File: src/rtl/wptr_full_pkg.sv
// Constants shared by the write- and read-side pointer blocks of the async FIFO.
package wptr_full_pkg;

  localparam int FIFO_ADDR      = 3;
  localparam int FIFO_AFULL_THR = 6;

endpackage

File: src/rtl/wptr_full_gray2bin.sv
// Purely combinational Gray-to-binary converter, shared by both pointer blocks.
module gray2bin #(
  parameter int W = 4
) (
  input  logic [W-1:0] gray,
  output logic [W-1:0] bin
);

  // Each binary bit is the XOR of all Gray bits at and above it
  always_comb begin
    bin = '0;
    for (int i = 0; i < W; i++) begin
      bin[i] = ^(gray >> i);
    end
  end

endmodule

File: src/rtl/wptr_full.sv
// Write-domain pointer and flag logic of an asynchronous FIFO: Gray write
// pointer, full / almost-full flags, fill level and a sticky overflow flag.
module wptr_full
  import wptr_full_pkg::*;
#(
  parameter int ADDR      = FIFO_ADDR,
  parameter int AFULL_THR = FIFO_AFULL_THR
) (
  input  logic            wclk,
  input  logic            wrst,
  input  logic            winc,
  input  logic [ADDR:0]   wq2_rptr,
  input  logic            woverflow_clr,
  output logic [ADDR-1:0] waddr,
  output logic [ADDR:0]   wptr,
  output logic            wfull,
  output logic            walmost_full,
  output logic [ADDR:0]   wlevel,
  output logic            woverflow
);

  localparam logic [ADDR+1:0] AFULL_THR_W = (ADDR+2)'(AFULL_THR);

  logic [ADDR:0] wbin_q, wbin_d;
  logic [ADDR:0] wptr_q, wptr_d;
  logic [ADDR:0] wlevel_q, wlevel_d;
  logic          wfull_q, wfull_d;
  logic          walmost_full_q, walmost_full_d;
  logic          woverflow_q, woverflow_d;

  logic          accept_s;
  logic [ADDR:0] wbinnext_s;
  logic [ADDR:0] wgraynext_s;
  logic [ADDR:0] rq2bin_s;
  logic [ADDR:0] wfill_s;

  gray2bin #(.W(ADDR+1)) u_rptr_g2b (
    .gray (wq2_rptr),
    .bin  (rq2bin_s)
  );

  // Next-state: pointer advance, flags computed from the post-write pointer
  always_comb begin
    accept_s       = winc & ~wfull_q;
    wbinnext_s     = wbin_q + {{ADDR{1'b0}}, accept_s};
    wgraynext_s    = (wbinnext_s >> 1) ^ wbinnext_s;
    wfill_s        = wbinnext_s - rq2bin_s;
    wbin_d         = wbinnext_s;
    wptr_d         = wgraynext_s;
    wlevel_d       = wfill_s;
    // Full when the write pointer has lapped the synchronized read pointer
    wfull_d        = (wgraynext_s == {~wq2_rptr[ADDR:ADDR-1], wq2_rptr[ADDR-2:0]});
    walmost_full_d = ({1'b0, wfill_s} >= AFULL_THR_W);
    if (winc && wfull_q) begin
      woverflow_d = 1'b1;
    end else if (woverflow_clr) begin
      woverflow_d = 1'b0;
    end else begin
      woverflow_d = woverflow_q;
    end
  end

  // State registers, cleared asynchronously on wrst
  always_ff @(posedge wclk or posedge wrst) begin
    if (wrst) begin
      wbin_q         <= '0;
      wptr_q         <= '0;
      wlevel_q       <= '0;
      wfull_q        <= 1'b0;
      walmost_full_q <= 1'b0;
      woverflow_q    <= 1'b0;
    end else begin
      wbin_q         <= wbin_d;
      wptr_q         <= wptr_d;
      wlevel_q       <= wlevel_d;
      wfull_q        <= wfull_d;
      walmost_full_q <= walmost_full_d;
      woverflow_q    <= woverflow_d;
    end
  end

  assign waddr        = wbin_q[ADDR-1:0];
  assign wptr         = wptr_q;
  assign wlevel       = wlevel_q;
  assign wfull        = wfull_q;
  assign walmost_full = walmost_full_q;
  assign woverflow    = woverflow_q;

endmodule

File: config.mk
export PLATFORM = sky130hd
export DESIGN_NAME = wptr_full
export DESIGN_NICKNAME = d
export VERILOG_FILES = /design/src/rtl/wptr_full_pkg.sv /design/src/rtl/wptr_full_gray2bin.sv /design/src/rtl/wptr_full.sv
export SDC_FILE = /design/constraint.sdc
export NUM_CORES = 1
export LEC_CHECK = 0
export ABC_AREA = 1
export CELL_PAD_IN_SITES_DETAIL_PLACEMENT = 1
export CELL_PAD_IN_SITES_GLOBAL_PLACEMENT = 1
export CORE_AREA = 2 2 49 51
export CTS_BUF_LIST = sky130_fd_sc_hd__clkbuf_4
export DETAILED_ROUTE_END_ITERATION = 10
export DIE_AREA = 0 0 51 53
export PLACE_DENSITY_LB_ADDON = 0.1
export SYNTH_ARGS = -nofsm -noshare
export SYNTH_HDL_FRONTEND = slang
export SYNTH_SLANG_ARGS = --single-unit
File: constraint.sdc
create_clock -name wclk -period 4.05 [get_ports wclk]
set_input_delay 0.81 -clock wclk [delete_from_list [all_inputs] [get_ports wclk]]
set_output_delay 0.81 -clock wclk [all_outputs]
set_load 0.02 [all_outputs]
==> results.toml, run 1 <==
[floorplan]
core_area_um2 = 2150
placement_rows = 17
ios = 22
die_width_um = 51
initial_core_util_pct = 35.4
dieArea_um2 = 2700
die_h_um = 53

[flow_run]
maxCapViolCount = 0

[logic_synthesis]
yosys-top-cells-area = "dfrtp_1 46%, nand2_1 13%, inv_1 9.9%"
yosys.area.top_type = "dfrtp_1"
synth_top_area_share_pct = 46.1
synth-xor-area-share_pct = 7.73
synth_nets = 104
synth-simple-area-share_pct = 23.2
async_flop_share_pct = 100
ys_seq_area_share_pct = 46.1
synthCells = 90
synth_common_cells = "26 x nand2_1, 20 x inv_1, 14 x dfrtp_1, 11 x nand3_1, 5 x ha_1"
synth_fa_ha_area_share_pct = 10.9
syn_avg_cell_area_um2 = 8.45
synth_edf_count = 0
ys_seq_elements = 14
syn_area_um2 = 761
synth_ff_type = "dfrtp_1"
synth_top_family_by_area = "simple AND/OR/NAND/NOR gates"
yosysWarnings = 0
synth_compound_area_share_pct = 2.30
synth.most_common_cell = "nand2_1"
synthMuxAreaShare_pct = 0
ys_types = 15

[finish]
final_nets = 130
antenna_cells = 0
drive_gt1_share_pct = 4.35
multi_input_area_um2 = 335
finalCoreUtilization_pct = 48.0
area.sequential_um2 = 350
fill_cells = 263
final_cells = 143
syn_to_final_growth_pct = 35.7

[sta]
period_needed_ns = 2.78
final.period_utilization_pct = 68.6
slew_violations = 0
slew_headroom_pct = 64.2
hold_viol = 0
setup_ws_ns = 1.27
finalSetupTns_ns = 0
tightest_slew_ns = 0.536
skew_ns = 0.00449
setup_viol = 0
fmax_ghz = 0.360
rsz0062_at_grt = "no"

[critical_path]
crit_chain = "clkdlybuf4s50_1 > inv_1 > nor2_1 > ha_1 > ha_1 > inv_1 > nand2_1 > nand2_1 > ha_1 > a21oi_1 > inv_1 > nand3_1 > nand3_1"
crit_type = "primary input to flip-flop"
reg2reg_from = "wfull$_DFF_PP0_"
start_kind = "primary input"
cp.arrival_ns = 2.94
worstPathRequired_ns = 4.21
path_max_fanout = 5
critical_path.startpoint = "winc"
endpoint_kind = "flip-flop"
max_stage_delay_ns = 0.47
slowest_stage = "clkdlybuf4s50_1"

[global_route]
grt_pass1_vias = 639
grt_pass1_wl_mm = 2.76
grt_use_total_pct = 14.3
antenna_found_initial = 0
grt_overflow = 0
grt_start_max_net_pins = 15

[power_and_ir_drop]
p_per_area_nw_per_um2 = 914
ir_drop_v = 0.000365
leakage_uw = 0.000546

[placement]
gp_congestion = 0.813
place_inst = 139
hpwl_mm = 1.37
pre_cts_ws_ns = 0.944
numPortBuffers = 21

[clocking]
cts_tree = "yes"
cts.htree.levels = 1
cts_hold_buf = 0
insertion_delay_ns = 0.28
cts_inserted_buffers = 3
clkTransAtPathRegs_ns = 0.08
cts_resized = 0
cts_root_buf = "clkbuf_4"
cts_sinks = 14
postCtsSetupBuffers = 0
cts.path.max_buffers = 2

[detailed_routing]
ant_nets = 0
firstDrtPassIters = 4
via_per_inst = 4.55
drc_errors = 0
wirelength_mm = 1.64
dr.first_iter.drc_count = 4
vias = 650
wl_per_cell_um = 11.4

[worst_hold_path]
hold_class = "flip-flop to flip-flop"
hold_path_startpoint = "woverflow$_DFFE_PP0P_"

[outcome]
outcome = "complete, no violations"
-- worst max-delay path, delay by kind of cell --
family | cells | cell delay (ns)
compound gates | 1 | 0.22
fa+ha+maj | 3 | 0.81
buf+inv | 4 | 0.66
simple gates | 5 | 0.43
-- final cells by class --
class	instances	area share [%]
clock inverters	1	0.364
multi-input cells	56	32.5
flip-flops and latches	14	33.9
repair buffers	21	20.4
clock buffers	3	2.18
well taps	28	3.39
inverters	20	7.27
-- kinds of logic (layout without fill, tap and decap cells) --
| logic type | after synthesis | after routing |
|---|---|---|
| DFF | 14 | 14 |
| and+or+nand+nor | 42 | 42 |
| buffers and inverters | 20 | 45 |
| xor gates and xnor gates | 5 | 5 |
| adders and majority gates | 6 | 6 |
| AOI/OAI and AO/OA | 3 | 3 |
-- path summary, 6_finish.rpt --
check	end	slack (ns)	cells past startpoint
setup / recovery	walmost_full$_DFF_PP0_	1.27	13
hold / removal	woverflow$_DFFE_PP0P_	0.55	2
setup reg to reg	walmost_full$_DFF_PP0_	1.90	11
hold reg to reg	woverflow$_DFFE_PP0P_	0.55	2
max in group asynchronous	walmost_full$_DFF_PP0_	2.83	2
min in group asynchronous	wfull$_DFF_PP0_	0.86	2
-- registers in the layout, summed over array words and instances (netlist names) --
register      count
walmost_full      1
wbin_q            4
wlevel            4
woverflow         1
wfull             1
wptr              3
-- where the power goes --
part / switching [µW] / total, µW / internal [µW]
Sequential: 38.7 / 254 / 216
Combinational: 350 / 608 / 257
Clock: 45.8 / 81.5 / 35.7
Total: 435 / 943 / 509
-- metrics by stage --
| step | power, µW | cell area [µm²] | hold WS, ns |
|---|---|---|---|
| after global routing | 1040 | 1030 | 0.605 |
| after floorplan | 646 | 761 | 0.594 |
| after global placement | 858 | 1010 | 0.511 |
| final | 943 | 1030 | 0.550 |
| after CTS | 962 | 1030 | 0.565 |
| after detailed placement | 876 | 1010 | 0.550 |
-- metal layers --
metal,wire length (µm),share of wire (%),global-route usage (%),vias up
li1,-,-,-,329
met1,709,43,17.2,304
met2,823,50,23.2,13
met3,51,3.1,1.98,4
met4,52,3.2,10.8,0
met5,0,0,0,-
-- cells in the final DEF (no fill, tap or decap) --
cell type / n
nand2_1: 26
clkdlybuf4s50_1: 21
inv_1: 20
dfrtp_1: 14
nand3_1: 11
ha_1: 5
nor2_1: 3
clkbuf_4: 3
xor2_1: 2
nand4_1: 2
o21ai_0: 1
xnor2_2: 1
xor2_2: 1
xnor2_1: 1
o21bai_1: 1
a21oi_1: 1
fa_1: 1
clkinv_1: 1
Power figures use the tool's default switching activity.
==> run 2: changes to the inputs <==
- CORE_AREA: 2 2 49 51 -> 2 2 50 52
- DIE_AREA: 0 0 51 53 -> 0 0 52 54
- clock period: 4.05 -> 2.6 ns (I/O delays scaled with it)
==> run 2 against run 1 <==
  * Clock skew is 0.00058 ns higher
  * Clock-buffer cell count stayed put
  * Critical path type unchanged
  * Largest cell class unchanged
  * Highest routed layer unchanged
  * Non-clock buffer count is 6 higher
  * Sequential power is 56% higher
==> results.toml, run 2 (synthesis results as in run 1) <==
[critical_path]
crit_type = "primary input to flip-flop"
reg2reg_from = "wfull$_DFF_PP0_"
endpoint_kind = "flip-flop"
max_stage_delay_ns = 0.49
slowest_stage = "clkdlybuf4s50_1"
crit_chain = "clkdlybuf4s50_1 > inv_1 > nor2_1 > ha_1 > ha_1 > inv_1 > nand2_1 > nand2_1 > ha_1 > a21oi_1 > inv_1 > nand3_1 > nand3_1"
path_max_fanout = 3
path_buf_inv = 4
r2r_end = "walmost_full$_DFF_PP0_"
rr_worst_depth = 11
r2r_slack_ns = 0.62
cp.arrival_ns = 2.49
critPathTopFamily = "adder cells"
start_kind = "primary input"
worstPathRequired_ns = 2.75

[sta]
slew_violations = 0
skew_ns = 0.00507
final.period_utilization_pct = 90.0
hold_ws_ns = 0.530
hold_viol = 0
slew_headroom_pct = 64.6
rsz0062_at_grt = "no"
period_needed_ns = 2.34
tightest_slew_ns = 0.530
setup_viol = 0
finalSetupTns_ns = 0
fmax_ghz = 0.427

[clocking]
cts.htree.levels = 1
cts_inserted_buffers = 3
cts_resized = 0
cts.path.max_buffers = 2
cts_tree = "yes"
clkTransAtPathRegs_ns = 0.09
cts_root_buf = "clkbuf_4"
postCtsSetupBuffers = 0
cts_hold_buf = 0
cts_sinks = 14
insertion_delay_ns = 0.27

[finish]
stdcell_area_um2 = 1080
antenna_cells = 0
final_nets = 136
drive_gt1_share_pct = 9.09
final_cells = 151
final_cell_mix = "26 x nand2_1, 21 x clkdlybuf4s50_1, 20 x inv_1"
finalCoreUtilization_pct = 46.5
syn_to_final_growth_pct = 41.9
layout_commonest_cell = "nand2_1"

[power_and_ir_drop]
ir_drop_v = 0.000606
leakage_uw = 0.000575
p_per_area_nw_per_um2 = 1450

[worst_hold_path]
worstHoldPathCells = 2
hold_class = "flip-flop to flip-flop"
hold_path_startpoint = "wfull$_DFF_PP0_"
min_to = "woverflow$_DFFE_PP0P_"

[global_route]
grt_start_max_net_pins = 15
grt_pass1_vias = 675
grt_pass1_wl_mm = 2.79
antenna_found_initial = 0
grt_overflow = 0
grt_use_total_pct = 13.9

[floorplan]
placement_rows = 18
initial_core_util_pct = 32.8
die_h_um = 54
die_width_um = 52
dieArea_um2 = 2810
ios = 22
core_area_um2 = 2320

[outcome]
outcome = "complete, no violations"

[detailed_routing]
firstDrtPassIters = 2
vias = 661
via_per_inst = 4.38
wl_per_cell_um = 11.0
wl_met2_um = 808
met1_length_um = 749
dr.first_iter.drc_count = 1
drc_errors = 0
wirelength_mm = 1.66
top_layer_used = "met4"
wl_met3_um = 58
ant_nets = 0

[placement]
place_inst = 147
hpwl_mm = 1.42
placed_cell_area_um2 = 1050
gp_congestion = 0.741
numPortBuffers = 21

[flow_run]
maxCapViolCount = 0
[run 2: cell types whose count changed in the layout (fill, tap and decap cells not counted), sizes merged]
cell | before | now
buf | 0 | 6
[run 2: metrics by stage]
step,total power [µW],worst slack (ns)
after floorplan,1010,0.560
after global placement,1430,-0.0199
after detailed placement,1460,-0.0573
after CTS,1590,0.234
after global routing,1740,0.0519
final,1560,0.259
[run 2: worst register-to-register path: stages, from the launching register on]
cell	delay, ns
dfrtp_1	0.40
nor2_1	0.11
ha_1	0.20
ha_1	0.20
inv_1	0.07
nand2_1	0.07
nand2_1	0.08
ha_1	0.32
a21oi_1	0.20
inv_1	0.06
nand3_1	0.08
nand3_1	0.08
[run 2: final cells by class]
| type | count | area [µm²] |
|---|---|---|
| Sequential cell | 14 | 350 |
| Timing Repair Buffer | 27 | 255 |
| Inverter | 20 | 75.1 |
| Tap cell | 30 | 37.5 |
| Clock inverter | 1 | 3.75 |
| Multi-Input combinational cell | 56 | 335 |
| Clock buffer | 3 | 22.5 |
| Fill cell | 296 | 1240 |
[run 2: where the power goes]
| part | leakage [µW] | internal (µW) | switching (µW) |
|---|---|---|---|
| Clock | 0.0000154 | 55.5 | 69.5 |
| Sequential | 0.000169 | 336 | 60.5 |
| Combinational | 0.000391 | 477 | 564 |
[run 2: routing by layer]
metal  vias up  track usage (%)
li1        338                -
met4         0             9.21
met2        13             23.6
met3         4             1.94
met5         -                0
met1       306             16.4
[run 2: worst max-delay path by stage]
stage	startpoint	end	slack (ns)	cells after the start
after global routing	winc	walmost_full$_DFF_PP0_	0.05	13
final	winc	walmost_full$_DFF_PP0_	0.26	13
after floorplan	winc	walmost_full$_DFF_PP0_	0.56	9
after detailed placement	winc	walmost_full$_DFF_PP0_	-0.06	13
after global placement	wq2_rptr[3]	walmost_full$_DFF_PP0_	-0.02	9
after CTS	winc	walmost_full$_DFF_PP0_	0.23	13
